## config.mk

```make
export PLATFORM = sky130hd
export DESIGN_NAME = serial_deser_flat
export DESIGN_NICKNAME = d
export VERILOG_FILES = /design/src/rtl/serial_deser_if.sv /design/src/rtl/serial_deser.sv /design/src/flat_wrapper.sv
export SDC_FILE = /design/constraint.sdc
export NUM_CORES = 1
export LEC_CHECK = 0
export ABC_AREA = 1
export CORE_UTILIZATION = 40
export CTS_BUF_LIST = sky130_fd_sc_hd__clkbuf_8
export DETAILED_ROUTE_END_ITERATION = 16
export GPL_ROUTABILITY_DRIVEN = 0
export SLEW_MARGIN = 20
export SYNTH_ARGS = -nofsm -noshare
export SYNTH_HDL_FRONTEND = slang
export SYNTH_SLANG_ARGS = --single-unit
```

## constraint.sdc

```tcl
create_clock -name clk -period 1.2 [get_ports clk]
set_input_delay 0.24 -clock clk [delete_from_list [all_inputs] [get_ports clk]]
set_output_delay 0.24 -clock clk [all_outputs]
set_load 0.1 [all_outputs]
```

## src/rtl/serial_deser_if.sv

```systemverilog
// Serial deserializer bus: line/acknowledge in, payload and status out.
// master = line driver / consumer side, slave = the deserializer.
interface serial_deser_if #(
    parameter int DATA_W = 7
);
    logic              i_data_in;
    logic              i_ack;
    logic [DATA_W-1:0] o_data_out;
    logic              o_valid;
    logic              o_frame_err;
    logic              o_overrun;
    logic              o_busy;

    modport master (
        output i_data_in, i_ack,
        input  o_data_out, o_valid, o_frame_err, o_overrun, o_busy
    );

    modport slave (
        input  i_data_in, i_ack,
        output o_data_out, o_valid, o_frame_err, o_overrun, o_busy
    );
endinterface

```

## src/rtl/serial_deser.sv

```systemverilog
// Start/data/stop serial deserializer with valid/ack hold and overrun flag.
// Define SERIAL_DESER_PARITY_EN to add an even-parity bit after the payload.
module serial_deser #(
    parameter int DATA_W         = 7,
    parameter int CYCLES_PER_BIT = 1,
    parameter int LSB_FIRST      = 1
) (
    input logic           clk,
    input logic           reset_n,
    serial_deser_if.slave bus
);
    localparam int CW = (CYCLES_PER_BIT > 1) ? $clog2(CYCLES_PER_BIT) : 1;
    localparam int BW = $clog2(DATA_W + 1);

    localparam logic [CW-1:0] LAST     = CW'(CYCLES_PER_BIT - 1);
    localparam logic [CW-1:0] HALF     = CW'(CYCLES_PER_BIT / 2);
    localparam logic [BW-1:0] LAST_BIT = BW'(DATA_W - 1);

    localparam logic [2:0] S_IDLE   = 3'd0;
    localparam logic [2:0] S_START  = 3'd1;
    localparam logic [2:0] S_DATA   = 3'd2;
`ifdef SERIAL_DESER_PARITY_EN
    localparam logic [2:0] S_PARITY = 3'd3;
`endif
    localparam logic [2:0] S_STOP   = 3'd4;

    logic [2:0]        state;
    logic [CW-1:0]     cnt;
    logic [BW-1:0]     bitcnt;
    logic [DATA_W-1:0] sh;
    logic [DATA_W-1:0] sh_next;
    logic [DATA_W-1:0] data_out;
    logic              valid;
    logic              frame_err;
    logic              overrun;
    logic              line;
    logic              good;
`ifdef SERIAL_DESER_PARITY_EN
    logic              par_err;
`endif

    assign line = bus.i_data_in;

    // First received bit ends up at bit 0 (LSB_FIRST) or at the MSB.
    assign sh_next = (LSB_FIRST != 0)
        ? ((sh >> 1) | (DATA_W'(line) << (DATA_W - 1)))
        : ((sh << 1) | DATA_W'(line));

`ifdef SERIAL_DESER_PARITY_EN
    assign good = line && !par_err;
`else
    assign good = line;
`endif

    always_ff @(posedge clk) begin
        if (!reset_n) begin
            state     <= S_IDLE;
            cnt       <= '0;
            bitcnt    <= '0;
            sh        <= '0;
            data_out  <= '0;
            valid     <= 1'b0;
            frame_err <= 1'b0;
            overrun   <= 1'b0;
`ifdef SERIAL_DESER_PARITY_EN
            par_err   <= 1'b0;
`endif
        end else begin
            frame_err <= 1'b0;
            if (bus.i_ack && valid)
                valid <= 1'b0;
            unique case (state)
                S_IDLE: begin
                    if (!line) begin
                        state <= S_START;
                        cnt   <= '0;
                    end
                end
                S_START: begin
                    if (cnt == HALF) begin
                        cnt    <= '0;
                        bitcnt <= '0;
                        state  <= line ? S_IDLE : S_DATA;
                    end else begin
                        cnt <= cnt + 1'b1;
                    end
                end
                S_DATA: begin
                    if (cnt == LAST) begin
                        cnt    <= '0;
                        sh     <= sh_next;
                        bitcnt <= bitcnt + 1'b1;
                        if (bitcnt == LAST_BIT)
`ifdef SERIAL_DESER_PARITY_EN
                            state <= S_PARITY;
`else
                            state <= S_STOP;
`endif
                    end else begin
                        cnt <= cnt + 1'b1;
                    end
                end
`ifdef SERIAL_DESER_PARITY_EN
                S_PARITY: begin
                    if (cnt == LAST) begin
                        cnt     <= '0;
                        par_err <= (line != ^sh);
                        state   <= S_STOP;
                    end else begin
                        cnt <= cnt + 1'b1;
                    end
                end
`endif
                S_STOP: begin
                    if (cnt == LAST) begin
                        cnt   <= '0;
                        state <= S_IDLE;
                        if (good) begin
                            data_out <= sh;
                            valid    <= 1'b1;
                            // An ack in this same cycle consumes the old payload.
                            if (valid && !bus.i_ack)
                                overrun <= 1'b1;
                        end else begin
                            frame_err <= 1'b1;
                        end
                    end else begin
                        cnt <= cnt + 1'b1;
                    end
                end
                default: begin
                    state <= S_IDLE;
                    cnt   <= '0;
                end
            endcase
        end
    end

    assign bus.o_data_out  = data_out;
    assign bus.o_valid     = valid;
    assign bus.o_frame_err = frame_err;
    assign bus.o_overrun   = overrun;
    assign bus.o_busy      = (state != S_IDLE);
endmodule

```

## src/flat_wrapper.sv

```systemverilog
// flat-port wrapper written by rule: the top's interface ports become plain ports
module serial_deser_flat 
#(
    parameter int DATA_W         = 7,
    parameter int CYCLES_PER_BIT = 1,
    parameter int LSB_FIRST      = 1
)
  (clk, reset_n, bus_i_data_in, bus_i_ack, bus_o_data_out, bus_o_valid, bus_o_frame_err, bus_o_overrun, bus_o_busy);
  serial_deser_if #(.DATA_W(DATA_W)) bus_i ();
  input logic clk;
  input logic reset_n;
  input wire logic [$bits(bus_i.i_data_in)-1:0] bus_i_data_in;
  input wire logic [$bits(bus_i.i_ack)-1:0] bus_i_ack;
  output wire logic [$bits(bus_i.o_data_out)-1:0] bus_o_data_out;
  output wire logic [$bits(bus_i.o_valid)-1:0] bus_o_valid;
  output wire logic [$bits(bus_i.o_frame_err)-1:0] bus_o_frame_err;
  output wire logic [$bits(bus_i.o_overrun)-1:0] bus_o_overrun;
  output wire logic [$bits(bus_i.o_busy)-1:0] bus_o_busy;
  assign bus_i.i_data_in = bus_i_data_in;
  assign bus_i.i_ack = bus_i_ack;
  assign bus_o_data_out = bus_i.o_data_out;
  assign bus_o_valid = bus_i.o_valid;
  assign bus_o_frame_err = bus_i.o_frame_err;
  assign bus_o_overrun = bus_i.o_overrun;
  assign bus_o_busy = bus_i.o_busy;
  serial_deser #(.DATA_W(DATA_W), .CYCLES_PER_BIT(CYCLES_PER_BIT), .LSB_FIRST(LSB_FIRST)) u_core (.clk(clk), .reset_n(reset_n), .bus(bus_i));
endmodule
```

==> Yosys cells after proc, flatten, opt, wreduce, memory -nomap -nowiden <==
Cells that the tools add are included.
{ "word_totals": {"mem_bits_ro": 0, "mem_count": 0, "inputBits": 4, "out_inout_bits": 11, "regBits": 24, "latch_bits": 0, "ramBits": 0, "wordCells": 53} }
{ "classes": {"bitwise_logic": 4, "mux": 17, "addsub": 2, "n_reduce_logical": 13, "shifts": 0, "mul": 0, "n_eq_ne": 9, "magnitude_cmp": 0, "div": 0} }
{ "op_table": {"columns": ["cell", "n"], "rows": [
  ["3-bit two-way mux", 6],
  ["3-bit one-hot mux with 4 select lines", 1],
  ["2-bit != test (second input constant)", 4],
  ["1-bit two-way mux", 7],
  ["6-bit by 7-bit OR with 7-bit output", 1],
  ["3-bit equality test (second input constant)", 2],
  ["3-bit one-hot mux with 2 select lines", 1],
  ["3-bit AND reduction", 2],
  ["3-bit OR reduction", 2],
  ["5-bit AND reduction", 1],
  ["4-bit AND reduction", 1],
  ["3-bit by 1-bit adder with 3-bit output (second input constant)", 1],
  ["3-bit by 1-bit equality test with 1-bit output (second input constant)", 1],
  ["3-bit by 2-bit equality test with 1-bit output (second input constant)", 1],
  ["3-bit logical NOT", 1],
  ["1-bit NOT", 3],
  ["3-bit nonzero test", 1],
  ["1-bit logical AND", 2],
  ["2-bit two-way mux", 1],
  ["2-bit by 1-bit != test with 1-bit output (second input constant)", 1],
  ["1-bit one-hot mux with 2 select lines", 1],
  ["2-bit AND reduction", 1],
  ["2-bit nonzero test", 1],
  ["1-bit adder (second input constant)", 1],
  ["1-bit logical NOT", 1]
]} }

==> Depth between registers and ports, before layout <==
Gate-level depths: netlist of the first run.
{ "depth": {"ltp_word": 5, "ltp_mapped": 6, "depth_no_buf": 6} }

==> Worst setup path before layout of the first run <==
Ideal clock, no wire load.
{ "synth_path": {"path_type": "flip-flop to flip-flop", "start": "register u_core.state[0]", "end": "register u_core.state[0]", "setup_slack_ps": -309, "n_path_buf": 0, "arrival_ps": 1411, "setup_ps": 98, "required_ps": 1102, "stages_incl_launch_ff": 4, "synth_period_minus_slack_ps": 1509, "path_cell_list": "dfxtp_1 > nor2_2 > nand2_1 > nor3_1"} }
{ "synth_between": {"elab_chain_len": 3, "elab_cells_between_ends": 11, "classes_between": "eq/ne (8); mux (1); reduce/logical (2)"} }
{ "synth_rtl": {"columns": ["item", "line", "source"], "rows": [
  ["from (decl)", "serial_deser.sv:27", "logic [2:0] state;"],
  ["from (signal assigned)", "serial_deser.sv:83", "state <= line ? S_IDLE : S_DATA;"],
  ["3-bit equality test, or another cell as far along", "serial_deser.sv:72", "unique case (state)"],
  ["2-bit != test (no source line) / 2-bit by 1-bit != test with 1-bit output (equally long branches)", null, null],
  ["5-bit AND reduction (no source line)", null, null]
]} }
Parallel ways exist; a longest one is shown, timed or not.
A chain may end at the register's enable or synchronous reset.

==> Final worst setup path of the first run <==
{ "layout_path": {"start": "register u_core.state[2]", "end": "output bus_o_busy"} }
{ "layout_between": {"elab_chain_len": 1} }
{ "layout_rtl": {"columns": ["item", "line", "source"], "rows": [
  ["3-bit nonzero test", "serial_deser.sv:143", "assign bus.o_busy = (state != S_IDLE);"],
  ["to (decl)", "flat_wrapper.sv:18", "output wire logic [$bits(bus_i.o_busy)-1:0] bus_o_busy;"]
]} }
No other way between the ends.

==> flow_summary.json, run 1 <==
{
  "ys_seq_area_frac": 0.500,
  "cp_max_fo": 2,
  "p_comb_frac": 0.119,
  "synthCells": 114,
  "first_pass_iters": 4,
  "dp_hpwl_um": 1300,
  "p_leak_nw": 0.512,
  "dieWidth_um": 50.0,
  "seqPwrFrac": 0.558,
  "drtAntennaViolNets": 0,
  "crit_path_end_kind": "output port",
  "mostFrequentLayoutCell": "nor2_1",
  "clk_latency_ns": 0.25,
  "fmax_ghz": 0.840,
  "syn2layout_area_growth_pct": 44.4,
  "cts_root_buf": "clkbuf_8",
  "fin_cells": 164,
  "drtIter0Drc": 12,
  "ir_drop_mv": 0.749,
  "crit_type": "reg -> out",
  "die_h_um": 50.0,
  "clock-skew-final_ns": 0.00196,
  "wire_per_inst_um": 11.1,
  "grt_max_degree": 15,
  "antenna_found_initial": 0,
  "vias": 785,
  "grt.overflow.total": 0,
  "cts_sinks": 23,
  "hold_class": "reg -> reg",
  "syn_area_um2": 921,
  "diodes": 0,
  "syn_area_per_cell_um2": 8.08,
  "port_buffers": 14,
  "synth_nets": 120,
  "post-route-period-util": 0.993,
  "grt_pass1_vias": 748,
  "power_density_nw_per_um2": 1060,
  "htree_levels": 1,
  "start_util": 0.420,
  "dieArea_um2": 2500,
  "setup_violations": 0,
  "final-hold-violation-count": 0,
  "startpoint": "u_core.state[2]",
  "coreArea_um2": 2190,
  "clkPwrFrac": 0.322,
  "critPathArrivalTime_ns": 0.95,
  "ys_ff_latch": 23,
  "rsz0062_at_grt": "yes",
  "swShare": 0.239,
  "finalCriticalPeriod_ns": 1.19,
  "tightest_slew_ns": 0.263,
  "clk_pin_slew_worst_paths_ns": 0.08,
  "fin_nets": 143,
  "slew_viol_final": 0,
  "outcome": "finished clean",
  "dpl.cell_count": 157,
  "slowest_stage": "dfxtp_2",
  "drive_above_1_share": 0.338,
  "rows": 17,
  "drc": 0,
  "mostFrequentLayoutCells": "nor2_1, nand2_1, a21oi_1",
  "io_pins": 15,
  "holdWs_ns": 0.478,
  "avgViaCountPerCell": 4.79,
  "slew-limit-headroom": 0.825,
  "grt_util_all_layers": 0.170,
  "cts_buffers": 3,
  "wl_um": 1820,
  "holdBufCountCts": 0,
  "power.switching_mw": 0.339,
  "drv_cap": 0,
  "slowest_delay_ns": 0.34,
  "intPower_mw": 1.08,
  "yosys_warnings": 0,
  "cts_tree": "built",
  "crit_chain": "nor2_4 -> nand2_2 -> buf_12",
  "synth_cell_types": 20,
  "rr_startpoint": "u_core.state[0]",
  "start_kind": "register",
  "grt_pass1_wl_um": 3240,
  "cp.required_ns": 0.96,
  "cts_buffer_depth": 2,
  "min_from": "u_core.bus.o_overrun"
}
## area by class of cell
class                           instances  area, um^2
Clock buffer                            3        41.3
Clock inverter                          1        5.00
Fill cell                             199         861
Inverter                               12        47.5
Multi-Input combinational cell         74         399
Sequential cell                        23         480
Tap cell                               28        35.0
Timing Repair Buffer                   23         322
## metrics by stage
step / util / setup WS, ns / cell area (um^2) / TNS, ns / power (mW)
finish: 0.607 / 0.00895 / 1330 / 0 / 1.41
global route: 0.607 / -0.0443 / 1330 / -0.0443 / 1.49
CTS: 0.601 / 0.00326 / 1320 / 0 / 1.43
detailed placement: 0.564 / -0.0955 / 1230 / -0.572 / 0.962
global placement: 0.564 / -0.0564 / 1230 / -0.345 / 0.960
floorplan: - / -0.0136 / 935 / -0.0136 / 0.910
## synth_stat cells, drive strengths merged
master / instances / share of area
nor2: 20 / 0.092
buf: 4 / 0.029
o21ai: 7 / 0.038
ha: 2 / 0.027
a21oi: 12 / 0.065
nand4: 9 / 0.061
clkbuf: 1 / 0.0041
nand3: 6 / 0.043
nor3: 2 / 0.016
inv: 11 / 0.045
dfxtp: 23 / 0.50
nand2: 16 / 0.073
clkinv: 1 / 0.0054
## metal layers
metal / track usage / vias to the layer above / part of all wire
met5: 0 / - / 0
met4: 0.0571 / 0 / 0.0050
met3: 0.0309 / 2 / 0.031
met2: 0.273 / 11 / 0.48
met1: 0.225 / 355 / 0.48
li1: - / 417 / -
## final timing paths
check | slack, ns | cells past startpoint | to
setup / recovery | 0.009 | 3 | bus_o_busy
hold / removal | 0.48 | 2 | u_core.bus.o_overrun
setup reg to reg | 0.08 | 5 | u_core.bus.o_data_out[6]
hold reg to reg | 0.48 | 2 | u_core.bus.o_overrun
## critical path: cells and delay by family, from the launching register on
family	cells	cell delay, ns
buf+inv	1	0.17
simple gates	2	0.19
flops	1	0.34
## registers in the layout (all words and copies together) (netlist names)
name / cells
u_core.bitcnt: 3
u_core.bus.o_data_out: 7
u_core.bus.o_frame_err: 1
u_core.bus.o_overrun: 1
u_core.bus.o_valid: 1
u_core.sh: 7
u_core.state: 3
## repair_timing
action                                  CTS  global route
buffers inserted                          3             0
endpoints found under the setup margin    1             5
pin swaps                                 1             0
resized for setup                         6             3
## power by group through the flow
stage	Sequential (mW)	Combinational [mW]	Clock [mW]
floorplan	0.810	0.0992	0
global placement	0.813	0.147	0
detailed placement	0.814	0.148	0
CTS	0.789	0.163	0.478
global route	0.792	0.185	0.509
finish	0.790	0.169	0.456
## cell families after synthesis
| kind of cell | count (synthesis) | share of synthesized area |
|---|---|---|
| AO/OA/AOI/OAI | 19 | 0.103 |
| adder cells (fa/ha/maj) | 2 | 0.0272 |
| buffers and inverters | 17 | 0.0829 |
| flip-flops | 23 | 0.500 |
| AND/OR/NAND/NOR | 53 | 0.287 |
(Power assumes the default switching activity.)
==> inputs of run 2 (changes only) <==
Settings changed: CORE_MARGIN set to 2.
==> run 2 against run 1 <==
  * Worst setup slack got worse by 0.021 ns
  * Design area barely moved
  * Global-route usage shrank 0.069 points
  * The flow now finishes with violations (negative setup slack)
  * Via count increased by 2.0%
  * Largest power group unchanged
  * Non-clock buffer count grew 1
  * Register-to-register slack is essentially flat
  * Combinational power hardly changed
  * Clock-buffer cell count unchanged
  * Critical path depth is the same
  * Final cell count increased by 0.61%
==> flow_summary.json, run 2 (same netlist as run 1, synthesis figures left out) <==
{
  "worst-path-stages": 3,
  "mostFrequentLayoutCell": "nor2_1",
  "crit_chain": "nor2_4 -> nand2_2 -> buf_12",
  "wl_um": 2010,
  "mostFrequentLayoutCells": "nor2_1, nand2_1, a21oi_1, buf_12, dfxtp_1",
  "grt_pass1_vias": 729,
  "p_leak_nw": 0.517,
  "drive_above_1_share": 0.343,
  "final-hold-violation-count": 0,
  "grt.overflow.total": 0,
  "htree_levels": 1,
  "setup_ws_ns": -0.0123,
  "cp.required_ns": 0.96,
  "start_kind": "register",
  "wire_per_inst_um": 12.2,
  "clock-skew-final_ns": 0.00448,
  "gr-usage-met3": 0.0345,
  "drtAntennaViolNets": 0,
  "crit_type": "reg -> out",
  "seqPwrFrac": 0.556,
  "use_met1": 0.205,
  "rsz0062_at_grt": "yes",
  "diodes": 0,
  "vias": 801,
  "slowest_stage": "dfxtp_4",
  "clk_pin_slew_worst_paths_ns": 0.08,
  "rows": 17,
  "cp_max_fo": 2,
  "start_util": 0.420,
  "post-route-period-util": 1.01,
  "hold_class": "reg -> reg",
  "fin_nets": 144,
  "holdBufCountCts": 0,
  "cts_buffers": 3,
  "die_h_um": 52.0,
  "fin_cells": 165,
  "tightest_slew_ns": 0.281,
  "grt.met2_usage": 0.278,
  "first_pass_iters": 4,
  "io_pins": 15,
  "slew-limit-headroom": 0.813,
  "grt_util_all_layers": 0.169,
  "slew_viol_final": 0,
  "holdWs_ns": 0.474,
  "critPathArrivalTime_ns": 0.97,
  "holdPathStages": 2,
  "drv_cap": 0,
  "avgViaCountPerCell": 4.85,
  "dieWidth_um": 52.0,
  "dpl.cell_count": 156,
  "violations": "negative setup slack",
  "slowest_delay_ns": 0.36,
  "intPower_mw": 1.07,
  "power.switching_mw": 0.346,
  "drc": 0,
  "cts_buffer_depth": 2,
  "critPathTopFamily": "flip-flops",
  "grt_max_degree": 15,
  "cts_tree": "built",
  "outcome": "complete, but fails checks",
  "coreArea_um2": 2190,
  "grt-busiest-layer": "met2",
  "swShare": 0.244,
  "port_buffers": 14,
  "cts_sinks": 23,
  "drtIter0Drc": 19,
  "dp_hpwl_um": 1400,
  "dieArea_um2": 2700,
  "clk_latency_ns": 0.26,
  "fmax_ghz": 0.825,
  "ir_drop_mv": 0.736,
  "syn2layout_area_growth_pct": 44.6,
  "crit_path_end_kind": "output port",
  "crit_buf_inv": 1,
  "p_comb_frac": 0.119,
  "setup_violations": 1,
  "clkPwrFrac": 0.325,
  "finalCriticalPeriod_ns": 1.21,
  "r2r_cells": 5,
  "cts_root_buf": "clkbuf_8",
  "antenna_found_initial": 0,
  "grt_pass1_wl_um": 3270,
  "power_density_nw_per_um2": 1060
}
-- run 2: worst paths after layout --
kind                            slack, ns                  endpoint        startpoint
worst max-delay path                -0.01                bus_o_busy   u_core.state[0]
worst min register to register       0.47           u_core.state[2]  u_core.bitcnt[2]
worst min-delay path                 0.47           u_core.state[2]  u_core.bitcnt[2]
worst max register to register       0.09  u_core.bus.o_data_out[6]   u_core.state[0]
-- run 2: metal layers --
metal | part of all wire | routed length [um] | up-vias
li1 | - | - | 422
met1 | 0.44 | 890 | 361
met2 | 0.50 | 1010 | 16
met3 | 0.043 | 87 | 2
met4 | 0.013 | 26 | 0
met5 | 0 | 0 | -
-- run 2: cell type report --
type / instances / area (um^2)
Clock buffer: 3 / 41.3
Clock inverter: 1 / 3.75
Fill cell: 202 / 860
Inverter: 12 / 47.5
Multi-Input combinational cell: 74 / 395
Sequential cell: 23 / 483
Tap cell: 28 / 35.0
Timing Repair Buffer: 24 / 325
-- run 2: worst register-to-register path: stages, from the launching register on --
cell and delay [ns]:
dfxtp_4 0.36, buf_4 0.15, nor2_4 0.14, buf_4 0.16
nand4_1 0.08, a21oi_1 0.16
-- run 2: power by group through the flow --
stage | combinational, mW | sequential [mW] | clock [mW]
finish | 0.168 | 0.788 | 0.461
global route | 0.183 | 0.790 | 0.515
CTS | 0.161 | 0.788 | 0.477
detailed placement | 0.147 | 0.814 | 0
global placement | 0.146 | 0.813 | 0
floorplan | 0.0992 | 0.810 | 0
-- run 2: per-stage QoR --
stage                     setup slack, ns  area (um^2)  setup TNS [ns]   util  total power [mW]
after global routing              -0.0591         1330         -0.0591  0.608              1.49
after CTS                         -0.0117         1320         -0.0117  0.602              1.43
final                             -0.0123         1330         -0.0123  0.608              1.42
after global placement            -0.0493         1230          -0.302  0.560             0.959
after floorplan                   -0.0136          935         -0.0136      -             0.910
after detailed placement          -0.0693         1230          -0.430  0.560             0.961
-- run 2: repair_timing --
item,4_1_cts,5_1_grt
setup buffers,4,1
pin swaps,1,3
gates resized for setup,7,2
setup endpoints to repair,2,3
==> inputs of run 3 (changes only) <==
Settings changed: CORE_UTILIZATION 40 to 53, PLACE_DENSITY set to 0.79.
==> run 3 against run 2 <==
  * The flow still finishes with violations (negative setup slack)
  * Clock power is 5.4% higher
  * First-iteration DRC count up 32%
  * Design area fell by 1.5%
  * Clock-buffer cell count did not move
  * Worst hold slack lost 0.0023 ns
  * Final cell count shrank 6.7%
  * Sequential share of layout area increased by 0.36 points
  * Register-to-register slack got worse by 0.03 ns
  * Sequential power is essentially flat
  * Global-route usage grew 4.8 points
  * Clock skew increased by 0.0012 ns
  * Wire length increased by 0.30%
  * Largest cell class unchanged
==> flow_summary.json, run 3 (same netlist as run 1, synthesis figures left out) <==
{
  "fmax_ghz": 0.817,
  "grt_pass1_wl_um": 3130,
  "holdPathStages": 2,
  "cts_buffers": 3,
  "clk_pin_slew_worst_paths_ns": 0.08,
  "cts_sinks": 23,
  "fin_nets": 144,
  "grt_pass1_vias": 739,
  "cts_tree": "built",
  "tightest_slew_ns": 0.252,
  "place_area_um2": 1220,
  "fin_area_um2": 1310,
  "ir_drop_mv": 1.26,
  "die_h_um": 45.7,
  "r2r_cells": 5,
  "coreArea_um2": 1670,
  "slowest_stage": "dfxtp_2",
  "p_leak_nw": 0.515,
  "drtIter0Drc": 25,
  "final-hold-violation-count": 0,
  "drv_cap": 0,
  "fin_cells": 154,
  "drtAntennaViolNets": 0,
  "crit_chain": "nor2_4 -> nand2_2 -> buf_12",
  "slew_viol_final": 0,
  "reg2reg_setup_slack_ns": 0.06,
  "critPathArrivalTime_ns": 0.98,
  "antenna_found_initial": 0,
  "dieArea_um2": 2090,
  "setup_ws_ns": -0.0235,
  "finalCriticalPeriod_ns": 1.22,
  "slowest_delay_ns": 0.34,
  "post-route-period-util": 1.02,
  "place_ws_ns": -0.0665,
  "dp_hpwl_um": 1270,
  "mostFrequentLayoutCells": "nor2_1, nand2_1, a21oi_1",
  "syn2layout_area_growth_pct": 42.4,
  "drive_above_1_share": 0.343,
  "slew-limit-headroom": 0.832,
  "cts_buffer_depth": 2,
  "grt.overflow.total": 0,
  "power_density_nw_per_um2": 1100,
  "avgViaCountPerCell": 5.51,
  "cp_max_fo": 2,
  "start_kind": "register",
  "clk_latency_ns": 0.27,
  "holdBufCountCts": 0,
  "grt_util_all_layers": 0.218,
  "diodes": 0,
  "mostFrequentLayoutCell": "nor2_1",
  "io_pins": 15,
  "rows": 15,
  "cts_root_buf": "clkbuf_8",
  "grt_max_degree": 15,
  "port_buffers": 14,
  "start_util": 0.551,
  "clock-skew-final_ns": 0.00570,
  "crit_path_end_kind": "output port",
  "setup_violations": 1,
  "violations": "negative setup slack",
  "wl_um": 2020,
  "hold_class": "reg -> reg",
  "crit_type": "reg -> out",
  "dpl.cell_count": 146,
  "crit_buf_inv": 1,
  "worst-path-stages": 3,
  "vias": 848,
  "cp.required_ns": 0.96,
  "critPathTopFamily": "flip-flops",
  "dieWidth_um": 45.7,
  "drc": 0,
  "outcome": "complete, but fails checks",
  "htree_levels": 1,
  "first_pass_iters": 4,
  "rsz0062_at_grt": "yes",
  "wire_per_inst_um": 13.1
}
==> run 3: cell count changes in the layout (fill, tap and decap cells not counted) <==
cell,before,now
inv_4,1,0
clkinv_2,0,2
a21oi_2,1,0
dfxtp_2,9,10
dfxtp_4,3,2
a21oi_1,11,12
inv_1,10,9
==> run 3: per-layer routing <==
metal,global-route usage,wire [um]
met1,0.261,905
met2,0.344,964
met4,0.141,53
met3,0.0516,94
met5,0,0
==> run 3: worst register-to-register path: cells and delay by family (launching register included) <==
family / cells / cell delay, ns
buffers and inverters: 2 / 0.28
AND/OR/NAND/NOR: 2 / 0.32
flip-flops: 1 / 0.36
AO/OA/AOI/OAI: 1 / 0.06
==> run 3: cell type report <==
type	count	area (um^2)
repair buffers	24	325
clock inverters	1	5.00
clock buffers	3	41.3
multi-input cells	74	392
well taps	17	21.3
flip-flops and latches	23	480
inverters	12	46.3
fillers	113	359
==> run 3: final timing paths <==
path	to	start
max	bus_o_busy	u_core.state[2]
min	u_core.bus.o_overrun	u_core.bus.o_overrun
max reg2reg	u_core.bus.o_data_out[2]	u_core.state[2]
min reg2reg	u_core.bus.o_overrun	u_core.bus.o_overrun
==> run 3: timing repair <==
action	4_1_cts	5_1_grt
gates resized for setup	6	0
buffers inserted	3	1
setup endpoints to repair	1	2
pin swaps	1	0
==> run 3: through the flow <==
step / hold slack [ns] / setup TNS [ns] / power (mW) / util
floorplan: 0.403 / -0.0136 / 0.910 / -
global placement: 0.457 / -0.304 / 0.958 / 0.731
detailed placement: 0.467 / -0.417 / 0.962 / 0.731
CTS: 0.479 / 0 / 1.43 / 0.781
global route: 0.497 / -0.0446 / 1.48 / 0.785
finish: 0.472 / -0.0235 / 1.44 / 0.785
==> run 3: power by group <==
group	internal, mW	switching [mW]	total (mW)
registers	0.777	0.0132	0.790
logic	0.0659	0.0995	0.165
clock network	0.232	0.254	0.486
total	1.08	0.367	1.44
